## src/rtl/preio_pkg.sv

```systemverilog
// Shared types and constants for the pre-IO serial lane (transmit and receive sides).
package preio_pkg;

  typedef enum logic [2:0] {
    IDLE,
    START,
    DATA,
    PARITY,
    GAP
  } state_t;

  localparam logic START_LVL = 1'b1;
  localparam logic IDLE_LVL  = 1'b0;

  // Cycles a frame occupies the lane, counted from the accept edge.
  function automatic int unsigned frame_cycles(input int unsigned dw, input int unsigned gap_cyc);
    return 2 + dw + gap_cyc;
  endfunction

endpackage

```

## src/rtl/preio_serial_arbiter_if.sv

```systemverilog
// Requester-side handshake bundle: per-requester valid/data in, one-hot ready out.
interface preio_serial_arbiter_if #(
  parameter int NREQ = 4,
  parameter int DW   = 8
);

  logic [NREQ-1:0]    REQ_VALID;
  logic [NREQ*DW-1:0] REQ_DATA;
  logic [NREQ-1:0]    REQ_READY;

  modport master (output REQ_VALID, REQ_DATA, input REQ_READY);
  modport slave  (input REQ_VALID, REQ_DATA, output REQ_READY);

endinterface

```

## src/rtl/preio_rr_arbiter.sv

```systemverilog
// Combinational round-robin picker: first valid requester at or after ptr, wrapping upward.
module preio_rr_arbiter #(
  parameter  int NREQ = 4,
  localparam int PW   = $clog2(NREQ)
) (
  input  logic [NREQ-1:0] valid,
  input  logic [PW-1:0]   ptr,
  output logic [NREQ-1:0] gnt,
  output logic [PW-1:0]   idx,
  output logic            any
);

  // Scan NREQ positions starting at ptr; the first valid one wins.
  always_comb begin
    int j;
    // NOTE: every output gets a default before the loop so no path leaves one unassigned (no latch).
    gnt = '0;
    idx = '0;
    any = 1'b0;
    j   = 0;
    for (int i = 0; i < NREQ; i++) begin
      j = int'(ptr) + i;
      if (j >= NREQ) j = j - NREQ;
      if (!any && valid[j]) begin
        any    = 1'b1;
        gnt[j] = 1'b1;
        idx    = PW'(j);
      end
    end
  end

endmodule

```

## src/rtl/preio_serial_arbiter.sv

```systemverilog
// Round-robin share of one pre-IO output lane: accept a word, send start/data/parity/gap.
module preio_serial_arbiter
  import preio_pkg::*;
#(
  parameter  int NREQ    = 4,
  parameter  int DW      = 8,
  parameter  int GAP_CYC = 2,
  localparam int GW      = $clog2(NREQ)
) (
  input  logic                   FPGA_CLK,
  input  logic                   FPGA_RST_N,
  input  logic                   ENABLE,
  preio_serial_arbiter_if.slave  req,
  output logic                   PREIO_OUT,
  output logic                   PREIO_CLK_EN,
  output logic                   BUSY,
  output logic [GW-1:0]          GNT_ID
);

  localparam int BW  = $clog2(DW + 1);
  localparam int GCW = $clog2(GAP_CYC + 1);

  state_t          state_q, state_d;
  logic [DW-1:0]   shift_q, shift_d;
  logic            par_q, par_d;
  logic [BW-1:0]   bit_cnt_q, bit_cnt_d;
  logic [GCW-1:0]  gap_cnt_q, gap_cnt_d;
  logic [GW-1:0]   ptr_q, ptr_d;
  logic [GW-1:0]   gnt_id_d;
  logic            lane_d, clk_en_d, busy_d;

  logic [NREQ-1:0] gnt;
  logic [GW-1:0]   win_idx;
  logic            any_valid;
  logic            accept;
  logic [DW-1:0]   win_word;

  preio_rr_arbiter #(.NREQ(NREQ)) u_rr (
    .valid (req.REQ_VALID),
    .ptr   (ptr_q),
    .gnt   (gnt),
    .idx   (win_idx),
    .any   (any_valid)
  );

  // Ready is only offered from IDLE with new grants enabled, and never while reset is held.
  assign accept        = (state_q == IDLE) && ENABLE && FPGA_RST_N && any_valid;
  assign req.REQ_READY = accept ? gnt : '0;
  assign win_word      = req.REQ_DATA[win_idx*DW +: DW];

  // Next-state and next-output logic; lane values are set on the edge entering each state.
  always_comb begin
    state_d   = state_q;
    shift_d   = shift_q;
    par_d     = par_q;
    bit_cnt_d = bit_cnt_q;
    gap_cnt_d = gap_cnt_q;
    ptr_d     = ptr_q;
    gnt_id_d  = GNT_ID;
    lane_d    = IDLE_LVL;
    clk_en_d  = 1'b0;
    case (state_q)
      IDLE: begin
        if (accept) begin
          shift_d  = win_word;
          par_d    = ^win_word;
          gnt_id_d = win_idx;
          ptr_d    = (win_idx == GW'(NREQ - 1)) ? '0 : win_idx + 1'b1;
          state_d  = START;
          lane_d   = START_LVL;
          clk_en_d = 1'b1;
        end
      end
      START: begin
        state_d   = DATA;
        bit_cnt_d = BW'(DW);
        lane_d    = shift_q[0];
        shift_d   = shift_q >> 1;
        clk_en_d  = 1'b1;
      end
      DATA: begin
        clk_en_d = 1'b1;
        // bit_cnt holds the bits still on the lane, including the one showing now.
        if (bit_cnt_q == BW'(1)) begin
          state_d = PARITY;
          lane_d  = par_q;
        end else begin
          bit_cnt_d = bit_cnt_q - 1'b1;
          lane_d    = shift_q[0];
          shift_d   = shift_q >> 1;
        end
      end
      PARITY: begin
        state_d   = GAP;
        gap_cnt_d = GCW'(GAP_CYC);
      end
      GAP: begin
        if (gap_cnt_q == GCW'(1)) state_d = IDLE;
        else                      gap_cnt_d = gap_cnt_q - 1'b1;
      end
      default: state_d = IDLE;
    endcase
    busy_d = (state_d != IDLE);
  end

  // State, datapath and registered outputs; reset aborts any frame and drops the lane at once.
  always_ff @(posedge FPGA_CLK or negedge FPGA_RST_N) begin
    if (!FPGA_RST_N) begin
      state_q      <= IDLE;
      shift_q      <= '0;
      par_q        <= 1'b0;
      bit_cnt_q    <= '0;
      gap_cnt_q    <= '0;
      ptr_q        <= '0;
      GNT_ID       <= '0;
      PREIO_OUT    <= IDLE_LVL;
      PREIO_CLK_EN <= 1'b0;
      BUSY         <= 1'b0;
    end else begin
      // NOTE: non-blocking assignments so every register samples pre-edge values together.
      state_q      <= state_d;
      shift_q      <= shift_d;
      par_q        <= par_d;
      bit_cnt_q    <= bit_cnt_d;
      gap_cnt_q    <= gap_cnt_d;
      ptr_q        <= ptr_d;
      GNT_ID       <= gnt_id_d;
      PREIO_OUT    <= lane_d;
      PREIO_CLK_EN <= clk_en_d;
      BUSY         <= busy_d;
    end
  end

endmodule

```

## src/flat_wrapper.sv

```systemverilog
// flat-port wrapper written by rule: the top's interface ports become plain ports
module preio_serial_arbiter_flat import preio_pkg::*;
#(
  parameter  int NREQ    = 4,
  parameter  int DW      = 8,
  parameter  int GAP_CYC = 2,
  localparam int GW      = $clog2(NREQ)
)
  (FPGA_CLK, FPGA_RST_N, ENABLE, PREIO_OUT, PREIO_CLK_EN, BUSY, GNT_ID, req_REQ_VALID, req_REQ_DATA, req_REQ_READY);
  preio_serial_arbiter_if #(.NREQ(NREQ), .DW(DW)) req_i ();
  input  logic FPGA_CLK;
  input  logic FPGA_RST_N;
  input  logic ENABLE;
  output logic PREIO_OUT;
  output logic PREIO_CLK_EN;
  output logic BUSY;
  output logic [GW-1:0] GNT_ID;
  input wire logic [$bits(req_i.REQ_VALID)-1:0] req_REQ_VALID;
  input wire logic [$bits(req_i.REQ_DATA)-1:0] req_REQ_DATA;
  output wire logic [$bits(req_i.REQ_READY)-1:0] req_REQ_READY;
  assign req_i.REQ_VALID = req_REQ_VALID;
  assign req_i.REQ_DATA = req_REQ_DATA;
  assign req_REQ_READY = req_i.REQ_READY;
  preio_serial_arbiter #(.NREQ(NREQ), .DW(DW), .GAP_CYC(GAP_CYC)) u_core (.FPGA_CLK(FPGA_CLK), .FPGA_RST_N(FPGA_RST_N), .ENABLE(ENABLE), .req(req_i), .PREIO_OUT(PREIO_OUT), .PREIO_CLK_EN(PREIO_CLK_EN), .BUSY(BUSY), .GNT_ID(GNT_ID));
endmodule
```

## config.mk

```make
export PLATFORM = sky130hd
export DESIGN_NAME = preio_serial_arbiter_flat
export DESIGN_NICKNAME = d
export VERILOG_FILES = /design/src/rtl/preio_pkg.sv /design/src/rtl/preio_serial_arbiter_if.sv /design/src/rtl/preio_rr_arbiter.sv /design/src/rtl/preio_serial_arbiter.sv /design/src/flat_wrapper.sv
export SDC_FILE = /design/constraint.sdc
export NUM_CORES = 1
export LEC_CHECK = 0
export CORE_AREA = 2 2 69 71
export DETAILED_ROUTE_END_ITERATION = 7
export DIE_AREA = 0 0 71 73
export PLACE_DENSITY = 0.82
export SLEW_MARGIN = 40
export SYNTH_ARGS = -nofsm -noshare
export SYNTH_HDL_FRONTEND = slang
export SYNTH_HIERARCHICAL = 1
export SYNTH_SLANG_ARGS = --single-unit
```

## constraint.sdc

```tcl
create_clock -name FPGA_CLK -period 3.4 [get_ports FPGA_CLK]
set_clock_uncertainty 0.2 [all_clocks]
set_input_delay 0.34 -clock FPGA_CLK [delete_from_list [all_inputs] [get_ports FPGA_CLK]]
set_output_delay 0.34 -clock FPGA_CLK [all_outputs]
set_load 0.1 [all_outputs]
```

# Word level (Yosys, flattened, before mapping)
# Cells that the tools add are included.
# totals
regBits,25
in_bits,39
out_inout_bits,9
elab_cells,123
# classes
add_sub_neg,10
magnitude_cmp,12
n_eq_ne,10
shift,1
muxes,53
bitwise,3
reduce_logical,24
# op_table
op,n
"greater-or-equal comparator 32 x 1 -> 1 bit, second input constant",4
"< comparator 32 x 4 -> 1 bit, second input constant",4
two-way mux 32 bit,4
indexed part select 32 x 6 -> 8 bit,1
two-way mux 4 bit,6
case mux 8 bit (3 select lines),1
two-way mux 1 bit,18
two-way mux 8 bit,2
case mux 3 bit (5 select lines),1
two-way mux 2 bit,6
OR 4 bit,3
"subtractor 3 x 3 -> 4 bit, second input constant",3
logical AND 1 bit,10
"greater-or-equal comparator 3 bit, second input constant",3
two-way mux 3 bit,3
binary-select mux 1 bit (select 2 bit),4
demux 1 bit (select 2 bit),4
case mux 4 bit (2 select lines),1
XOR reduction 8 bit,1
"adder 2 x 2 -> 3 bit, second input constant",2
"equality test 3 x 2 -> 1 bit, second input constant",2
AND reduction 2 bit,3
nonzero test 3 bit,2
"equality test 4 x 1 -> 1 bit, second input constant",1
other kinds (20),24

# Longest topological paths before layout
# Gate-level depths: netlist of the first run.
# logic_depth
ltp_word,19
depth_mapped,14
ltp_nobuf,11

# By module
# Netlist of the first run, hierarchy kept.
# by_module_without_submodules
module,n_inst,cells_per_inst,area_each_um2,seq_area_each_um2
preio_serial_arbiter,1,131,1450.1,625.6
preio_rr_arbiter,1,48,460.4,0.0

# Least setup slack after synthesis of the first run
# OpenSTA, ideal clock, no wires.
# synth_path
kind,register to register
start,reg u_core.ptr_q[0]
end,reg u_core.par_q
setup_ns,0.126
t_arrival_ns,3.127
required_time_ns,3.074
path_slack_ns,-0.053
path_stages_with_launch,15
path_buffers,3
period_less_slack_ns,3.453
path_cell_list,dfrtp_1 > buf_6 > inv_1 > ha_1 > mux4_2 > buf_6 > and2b_2 > o21ai_0 > o31ai_1 > buf_6 > mux4_2 > xnor2_1 > xnor2_1 > xnor2_1 > a21oi_1
# synth_between
elab_chain_cells,17
elab_cells_between_ends,45
classes_between,add/sub (7); order compare (4); shift (1); mux (24); reduce/logical (9)
# synth_rtl
element,line,rtl
"start, declared",preio_serial_arbiter.sv:28,"logic [GW-1:0] ptr_q, ptr_d;"
"start signal, assigned",preio_serial_arbiter.sv:126,ptr_q <= ptr_d;
branches (longest 14 deep; another with subtractor 3 x 3 -> 4 bit),-,
two-way mux 2 bit (*),preio_rr_arbiter.sv:24,if (!any && valid[j]) begin
via u_core.win_idx[0],preio_serial_arbiter.sv:33,logic [GW-1:0] win_idx;
indexed part select 32 x 6 -> 8 bit (*),preio_serial_arbiter.sv:49,assign win_word = req.REQ_DATA[win_idx*DW +: DW];
XOR reduction 8 bit (*),preio_serial_arbiter.sv:66,par_d = ^win_word;
"end signal, assigned",preio_serial_arbiter.sv:123,par_q <= par_d;
"end, declared",preio_serial_arbiter.sv:25,"logic par_q, par_d;"
# Mark *: on every way through the listed nets, which the timed path passes. The select of a mux whose other input is x is not followed.
# A chain may end at the register's enable or synchronous reset.

# Final worst setup path of the first run
# Ends and elaborated chain as after synthesis.

==> flow_summary.toml, run 1 <==
[clocking]
numCtsBuffers = 3
clk_latency_ns = 0.27
cts_htree_levels = 1
path_clk_slew_ns = 0.09
hold_buffers = 0
cts.sinks = 25
clockRootBuffer = "clkbuf_8"
cts_buffer_depth = 2
tritoncts = "yes"

[global_route]
grt_pass1_vias = 1564
grt_pass1_wl_mm = 6.78
grt_max_degree = 26
grt_usage_pct = 15.9
gr-total-overflow = 0
grt_antenna_before_repair = 0

[detailed_routing]
routedWlPerCell_um = 14.5
drtPass1Iterations = 4
drtAntennaViolNets = 0
drc = 0
drtIter0Drc = 118
totalWireLength_mm = 4.36
vias = 1642
via_per_inst = 5.46

[final_layout]
post-route-util_pct = 60.2
final_nets = 299
design_area_sq_um = 2730
syn_to_final_growth_pct = 42.9
fill_cells = 348
diodes = 0
layout-drive-gt1-share_pct = 30.4

[sta]
setup_violations = 0
drv_slew = 0
hold_violations = 0
worstMarginPinSlew_ns = 0.586
holdWs_ns = 0.283
period_needed_ns = 3.30
relSlewSlack_pct = 60.9
min_period_over_period_pct = 97.1
clock.fmax_mhz = 303

[critical_path]
crit_type = "flip-flop to flip-flop"
startpoint_type = "flip-flop"
end_kind = "flip-flop"
worstPathRequired_ns = 3.37
worstPathMaxFanout = 6
arrival_ns = 3.27

[die]
die_w_um = 71
core_sq_um = 4540
die_height_um = 73
die_area_sq_um = 5180
start_util_pct = 42.1
rows = 25
io-pin-count = 48

[placed_design]
gp_congestion = 0.769
dp_hpwl_mm = 3.16
placed_area_sq_um = 2570
port_buffers = 47

[yosys]
synth_most_common_cell = "dfrtp_1"
yosys.area.top_type = "dfrtp_1"
synth_area_leaders = "dfrtp_1 (33%), mux4_2 (11%), ha_1 (7.9%)"
yosysSeqAreaShare_pct = 32.7
synth.distinct_cells = 40
syn_inst = 179
synth-edff-count = 0
syn-num-nets = 230
synth_top_area_share_pct = 32.7
async_flop_share_pct = 100
ys.flop_type = "dfrtp_1"
ys_ff_latch = 25
synthTopCellsByCount = "dfrtp_1 (25), nor2_1 (16), ha_1 (12)"
yosys_warnings = 6
syn-mean-instance-area_sq_um = 10.7
syn_area_sq_um = 1910

[min_path]
hp-class = "input pin to async pin"

[job]
max-cap-violations = 0

[run_status]
outcome = "finished, final reports clean"
-- logic make-up (layout without fill, tap and decap cells) --
kind of cell,after synthesis,after routing,synth area share (%)
muxes,26,26,22.5
and+or+nand+nor,48,48,14.2
xor gates and xnor gates,10,10,4.58
DFF,25,25,32.7
buffers and inverters,21,89,5.83
adders and majority gates,12,12,7.86
AOI/OAI and AO/OA,37,37,12.3
-- worst max-delay path: stages, from the launching register on --
cell and delay, ns:
dfrtp_1 0.43, inv_2 0.09, ha_4 0.30, mux4_2 0.35, and2b_2 0.25, o21ai_1 0.08
o31ai_2 0.08, buf_4 0.17, clkbuf_16 0.15, mux4_2 0.54, xnor2_2 0.16, xnor2_1 0.18
xnor2_1 0.13, a21oi_1 0.08
-- state kept, by name (all words and copies together), names as in the netlist --
name                 count
u_core/ptr_q             2
u_core/shift_q           8
u_core/par_q             1
u_core/PREIO_OUT         1
u_core/PREIO_CLK_EN      1
u_core/BUSY              1
u_core/GNT_ID            2
u_core/gap_cnt_q         2
u_core/bit_cnt_q         4
u_core/state_q           3
-- cells in the final DEF (no fill, tap or decap), types with 2 or more instances in the layout --
| master | netlist | final |
|---|---|---|
| nor4_1 | 3 | 2 |
| buf_4 | 1 | 26 |
| a21o_1 | 2 | 2 |
| mux4_2 | 9 | 11 |
| xnor2_1 | 10 | 6 |
| mux2_2 | 6 | 6 |
| clkdlybuf4s50_1 | 0 | 38 |
| o211ai_1 | 2 | 2 |
| and2_1 | 4 | 4 |
| buf_6 | 3 | 2 |
| nand2b_1 | 2 | 2 |
| clkbuf_8 | 0 | 3 |
| buf_12 | 0 | 4 |
| a21oi_1 | 11 | 10 |
| nor3_1 | 2 | 2 |
| inv_1 | 9 | 8 |
| o21ai_0 | 9 | 8 |
| nand3_1 | 3 | 3 |
| or3_1 | 2 | 2 |
| nor3b_1 | 2 | 2 |
| nor2_1 | 16 | 16 |
| buf_2 | 4 | 5 |
| nand2_1 | 6 | 6 |
| a22oi_1 | 8 | 8 |
| xnor2_2 | 0 | 4 |
| ha_1 | 12 | 11 |
| mux2i_1 | 8 | 8 |
| dfrtp_1 | 25 | 24 |
-- per-stage QoR --
| stage | setup TNS [ns] | instances | setup WS, ns |
|---|---|---|---|
| 2_1_floorplan | 0 | 179 | 0.0240 |
| 3_3_place_gp | -0.112 | 285 | -0.112 |
| 3_5_place_dp | -0.161 | 285 | -0.161 |
| 4_1_cts | 0 | 289 | 0.0474 |
| 5_1_grt | -0.0467 | 301 | -0.0467 |
| 6_report | 0 | 301 | 0.0994 |
-- cell type report --
| cell class | count | area, sq um | area share [%] |
|---|---|---|---|
| Clock inverter | 1 | 7.51 | 0.275 |
| Clock buffer | 3 | 41.3 | 1.51 |
| Sequential cell | 25 | 627 | 23.0 |
| Multi-Input combinational cell | 133 | 1220 | 44.9 |
| Timing Repair Buffer | 76 | 728 | 26.7 |
| Tap cell | 54 | 67.6 | 2.47 |
| Inverter | 9 | 33.8 | 1.24 |
-- path summary, 6_finish.rpt --
path,start,slack (ns),end,depth (start not counted)
worst max register to register,u_core/ptr_q[0],0.1,u_core/par_q,13
min in group FPGA_CLK,u_core/GNT_ID[0],0.31,u_core/GNT_ID[0],1
worst max-delay path,u_core/ptr_q[0],0.1,u_core/par_q,13
worst min register to register,u_core/GNT_ID[0],0.31,u_core/GNT_ID[0],1
max in group asynchronous,FPGA_RST_N,2.46,u_core/ptr_q[1],2
worst min-delay path,FPGA_RST_N,0.28,u_core/BUSY,2
-- what timing repair did --
action,4_1_cts,5_1_grt
buffers inserted,0,11
gates resized for setup,0,8
setup endpoints to repair,0,1
-- layer usage --
metal / vias up / GRT usage, % / routed length [um]
met1: 804 / 19.9 / 1940
met2: 41 / 29.7 / 2210
met5: - / 0 / 0
met3: 6 / 2.49 / 157
li1: 791 / - / -
met4: 0 / 2.31 / 54
Power of run 1 is not shown: default switching activity piles up to over one toggle a cycle in this logic, so the estimate is an artifact.
==> run 2, diff against run 1 <==
--- a/config.mk
+++ b/config.mk
@@ -5,6 +5,7 @@
 export SDC_FILE = /design/constraint.sdc
 export NUM_CORES = 1
 export LEC_CHECK = 0
+export CAP_MARGIN = 20
 export CORE_AREA = 2 2 69 71
 export DETAILED_ROUTE_END_ITERATION = 7
 export DIE_AREA = 0 0 71 73
==> results of run 2 <==
The final DEF is identical to that of run 1; final timing and power are the same.
Power of run 2 is left out for the same reason.
